<file path="src/rtl/enc_sym_gearbox.sv">
// rtl/enc_sym_gearbox.sv - symbol realignment buffer between the RS encoder and the output stage
module enc_sym_gearbox #(
    parameter int EGF_ORDER  = 8,
    parameter int IN_SYM     = 4,
    parameter int OUT_SYM    = 4,
    parameter int DEPTH      = 8,
    parameter int RS_MES_LEN = 239
) (
    input  logic                                clk,
    input  logic                                rst_n,
    input  logic                                flush,
    input  logic                                in_valid,
    output logic                                in_ready,
    input  logic [$clog2(IN_SYM+1)-1:0]         in_count,
    input  logic [IN_SYM-1:0][EGF_ORDER-1:0]    in_data,
    input  logic [$clog2(OUT_SYM+1)-1:0]        out_req,
    output logic                                out_valid,
    output logic [OUT_SYM-1:0][EGF_ORDER-1:0]   out_data,
    output logic                                out_last,
    output logic [$clog2(DEPTH+1)-1:0]          level,
    output logic                                err
);
    localparam int LVL_W = $clog2(DEPTH + 1);
    localparam int MES_W = $clog2(RS_MES_LEN);
    localparam int IDX_W = (DEPTH > 1) ? $clog2(DEPTH) : 1;
    localparam int SEL_W = (IN_SYM > 1) ? $clog2(IN_SYM) : 1;

    logic [EGF_ORDER-1:0] store     [DEPTH];
    logic [EGF_ORDER-1:0] store_nxt [DEPTH];
    logic [LVL_W-1:0]     level_q;
    logic [MES_W-1:0]     mes_cnt;
    logic                 err_q;
    logic                 bad_req;
    logic                 bad_beat;
    int                   eff_req;
    int                   pop_n;
    int                   push_n;
    int                   surv;

    assign level = level_q;
    assign err   = err_q;

    // Handshake decisions use only registered state, never the same-cycle push.
    always_comb begin
        bad_req = int'(out_req) > OUT_SYM;
        eff_req = bad_req ? 0 : int'(out_req);
        if (eff_req > RS_MES_LEN - int'(mes_cnt)) begin
            eff_req = RS_MES_LEN - int'(mes_cnt);
        end
        out_valid = !flush && (eff_req != 0) && (int'(level_q) >= eff_req);
        pop_n     = out_valid ? eff_req : 0;
        out_last  = out_valid && (int'(mes_cnt) + eff_req == RS_MES_LEN);
        in_ready  = (DEPTH - int'(level_q) >= IN_SYM) && !flush;
        bad_beat  = in_valid && in_ready && ((in_count == '0) || (int'(in_count) > IN_SYM));
        push_n    = (in_valid && in_ready && !bad_beat) ? int'(in_count) : 0;
        surv      = int'(level_q) - pop_n;
    end

    // Survivors shift down by pop_n; the new beat lands right behind them.
    always_comb begin
        for (int j = 0; j < DEPTH; j++) begin
            store_nxt[j] = '0;
            if (j < surv) begin
                store_nxt[j] = store[IDX_W'(j + pop_n)];
            end else if (j - surv < push_n) begin
                store_nxt[j] = in_data[SEL_W'(j - surv)];
            end
        end
    end

    always_comb begin
        for (int i = 0; i < OUT_SYM; i++) begin
            out_data[i] = (out_valid && (i < eff_req)) ? store[IDX_W'(i)] : '0;
        end
    end

    always_ff @(posedge clk) begin
        if (!rst_n) begin
            for (int j = 0; j < DEPTH; j++) begin
                store[j] <= '0;
            end
            level_q <= '0;
            mes_cnt <= '0;
            err_q   <= 1'b0;
        end else if (flush) begin
            for (int j = 0; j < DEPTH; j++) begin
                store[j] <= '0;
            end
            level_q <= '0;
            mes_cnt <= '0;
            err_q   <= err_q | bad_req;
        end else begin
            for (int j = 0; j < DEPTH; j++) begin
                store[j] <= store_nxt[j];
            end
            level_q <= LVL_W'(surv + push_n);
            mes_cnt <= out_last ? '0 : MES_W'(int'(mes_cnt) + pop_n);
            err_q   <= err_q | bad_req | bad_beat;
        end
    end
endmodule
</file>
<file path="config.mk">
export PLATFORM = sky130hd
export DESIGN_NAME = enc_sym_gearbox
export DESIGN_NICKNAME = d
export VERILOG_FILES = /design/src/rtl/enc_sym_gearbox.sv
export SDC_FILE = /design/constraint.sdc
export NUM_CORES = 1
export LEC_CHECK = 0
export CELL_PAD_IN_SITES_DETAIL_PLACEMENT = 1
export CELL_PAD_IN_SITES_GLOBAL_PLACEMENT = 1
export CORE_ASPECT_RATIO = 0.9
export CORE_MARGIN = 3
export CORE_UTILIZATION = 45
export CTS_BUF_LIST = sky130_fd_sc_hd__clkbuf_4
export CTS_CLUSTER_DIAMETER = 40
export DETAILED_ROUTE_END_ITERATION = 12
export PLACE_DENSITY = 0.87
export RECOVER_POWER = 25
export SLEW_MARGIN = 25
export SYNTH_ARGS = -nofsm -noshare
export SYNTH_HDL_FRONTEND = slang
export SYNTH_SLANG_ARGS = --single-unit
</file>
<file path="constraint.sdc">
create_clock -name clk -period 15.36 [get_ports clk]
set_input_delay 3.072 -clock clk [delete_from_list [all_inputs] [get_ports clk]]
set_output_delay 3.072 -clock clk [all_outputs]
set_load 0.02 [all_outputs]
</file>
==> out/metrics.yaml <==
cts:
  cts_made_buffers: 9
  clock_sinks: 77
  cts_resized: 0
  cts.hold.buffers_added: 0
  cts_root_buf: "clkbuf_4"
  cts_tree: "done"
  cts.htree.levels: 3
  clkTransAtPathRegs_ns: 0.16
  post-cts-setup-buffers: 0
  insertion_delay_ns: 0.50
  clock_path_buffers: 2
logic_synthesis:
  synth_cell_types: 104
  netlist_area_sq_um: 12100
  synth_top_family_by_area: "simple AND/OR/NAND/NOR gates"
  synth_ff_type: "edfxtp_1"
  yosys_warnings: 0
  yosysSeqAreaShare_pct: 17.4
  synth-xor-area-share_pct: 4.27
  ys_seq_elements: 77
  syn_area_per_cell_sq_um: 8.11
  synth_edf_count: 56
  synth_compound_area_share_pct: 22.3
  synthArstFlopShare_pct: 0
  synthMuxAreaShare_pct: 19.4
  syn_inst: 1490
  synth_fa_ha_area_share_pct: 7.66
  synth-simple-area-share_pct: 24.3
die:
  io_pins: 82
  floorplan.die_area_sq_um: 28900
  rows: 56
  core_sq_um: 26300
  die_h_microns: 162
  start_util_pct: 46.0
  die_w_microns: 179
setup_path:
  crit_required_ns: 15.68
  r2r_cells: 26
  crit_path_end: "store[6][0]"
  end_kind: "flip-flop"
  crit_path_start_kind: "primary input"
  crit_type: "primary input to flip-flop"
  rrSetupSlack_ns: 4.09
  reg2reg_to: "store[6][0]"
  crit_arrival_ns: 13.94
  worstPathMaxFanout: 20
  startpoint: "out_req[2]"
  r2r-start: "mes_cnt[4]"
finish:
  layout_common_cells: "nand2_1, mux2i_1, nor2_1"
  final_common_cell: "nand2_1"
  final_core_util_pct: 50.9
  area_delta_synth_final_pct: 10.6
  nets: 1651
  drive_above_1_share_pct: 10.6
timing:
  finalSetupViolCount: 0
  worst_pin_slew_ns: 1.31
  skew_ns: 0.0287
  tns_ns: 0
  slew_violations: 0
  slew_headroom_pct: 11.5
  rsz0062_at_grt: "no"
  fin_crit_ns: 13.63
  finalCritPeriodShare_pct: 88.7
  fmax_ghz: 0.0734
  hold_viol: 0
min_path:
  hold_class: "flip-flop to flip-flop"
  hp-start: "err"
power:
  irDropWorstVdd_v: 0.0000521
  power.density_nw_per_um2: 113
  leakage_nw: 5.51
detailed_routing:
  dr.pass1.iters: 5
  wire_per_inst_microns: 30.3
  via_per_inst: 7.20
  antenna_left: 0
  vias: 13623
  drc: 0
  wl_microns: 57200
  drt-initial-drc-count: 2185
outcome:
  outcome: "completed"
placement:
  dp.final_hpwl_microns: 43700
  port_buffers: 81
  place_congestion: 1.13
global_route:
  grt_usage_pct: 38.8
  grt_pass1_vias: 13421
  grt_pass1_wl_microns: 85100
  grt_max_degree: 68
  overflow: 0
  antenna_found_initial: 2
run:
  cap_violations: 0
[registers in the layout (all words and copies together), names as in the netlist]
| name | flops |
|---|---|
| store | 64 |
| level | 4 |
| mes_cnt | 8 |
| err | 1 |
[how the worst min path moves through the flow]
| stage | endpoint | slack [ns] | cells past startpoint |
|---|---|---|---|
| floorplan | mes_cnt[0] | 0.62 | 2 |
| detailed placement | err | 0.57 | 3 |
| finish | err | 0.59 | 3 |
| global route | err | 0.63 | 3 |
| global placement | err | 0.54 | 3 |
| CTS | err | 0.61 | 3 |
[worst max-delay path, cell delays in order]
cell           delay [ns]
dlygate4sd3_1        0.57
nor3b_1              0.40
ha_1                 0.34
a311oi_2             0.29
o211ai_1             0.26
nand2_1              0.25
a21boi_0             0.17
ha_1                 0.30
o21ai_0              0.08
a211o_1              0.28
a2111o_1             0.43
a31oi_1              0.86
nor2_1               0.27
or2_2                0.40
ha_1                 0.44
nor2_1               0.08
a21oi_2              0.53
nand2_1              0.12
ha_1                 0.91
nand4_1              0.49
or3_1                0.56
nor3_1               0.43
a31oi_1              0.18
a2111oi_0            0.77
nand4_1              0.25
nor4bb_1             0.36
a41o_1               0.61
o2bb2ai_1            0.23
[cells by family (layout without fill, tap and decap cells)]
| group | count (synthesis) | in the layout |
|---|---|---|
| xor gates and xnor gates | 56 | 56 |
| AOI/OAI and AO/OA | 373 | 373 |
| DFF | 77 | 77 |
| and+or+nand+nor | 580 | 580 |
| adders and majority gates | 71 | 71 |
| muxes | 198 | 198 |
| buffers and inverters | 134 | 164 |
| other | 1 | 25 |
[layer usage]
metal | GRT usage [%] | wire length, microns | vias up
li1 | - | - | 5744
met1 | 52.7 | 22400 | 6617
met2 | 58.2 | 24400 | 1020
met3 | 8.89 | 7180 | 240
met4 | 18.2 | 3280 | 2
met5 | 0 | 11 | -
[synth_stat cells (all sizes together), types with 9 or more instances]
cell,instances,area (sq um)
nand2b,26,163
edfxtp,56,1680
nor2,125,482
dfxtp,21,420
and3,12,75.1
nor4,24,171
o211ai,21,163
mux4,24,541
nor3,56,290
xor2,10,106
a21oi,49,253
or3,12,75.1
nand4,30,188
a22o,10,87.6
nor2b,9,56.3
a211oi,10,90.1
o21a,10,75.1
clkbuf,54,203
inv,37,139
a31oi,16,106
mux2,50,563
and2,47,294
ha,66,826
o22ai,16,100
nand3,50,250
a22oi,17,141
o32a,9,90.1
xnor2,46,410
nand2,151,572
o2bb2ai,18,158
buf,40,208
mux2i,124,1240
a21o,18,135
o21ai,94,504
[power breakdown]
group | switching (mW) | internal (mW) | total [mW]
registers | 0.0233 | 0.247 | 0.271
clock network | 0.0928 | 0.0521 | 0.145
logic | 0.769 | 0.321 | 1.09
[area by class of cell]
| cell class | instances | area [sq um] |
|---|---|---|
| Clock inverter | 7 | 80.1 |
| Fill cell | 3218 | 12900 |
| Multi-Input combinational cell | 1302 | 9520 |
| Tap cell | 348 | 435 |
| Antenna cell | 1 | 2.50 |
| Inverter | 40 | 150 |
| Clock buffer | 9 | 67.6 |
| Timing Repair Buffer | 108 | 1010 |
| Sequential cell | 77 | 2100 |
[through the flow]
step                setup slack [ns]  area (sq um)  std cells  power (mW)  hold slack, ns
finish                          1.73         13400       1892        1.51           0.595
global route                    1.20         13400       1892        1.55           0.625
CTS                             2.48         13400       1891        1.45           0.608
detailed placement              2.01         13200       1875        1.30           0.569
global placement                2.17         13200       1875        1.28           0.542
floorplan                       4.74         12200       1513       0.939           0.618
Note: power is estimated with default switching activity, not from simulation.
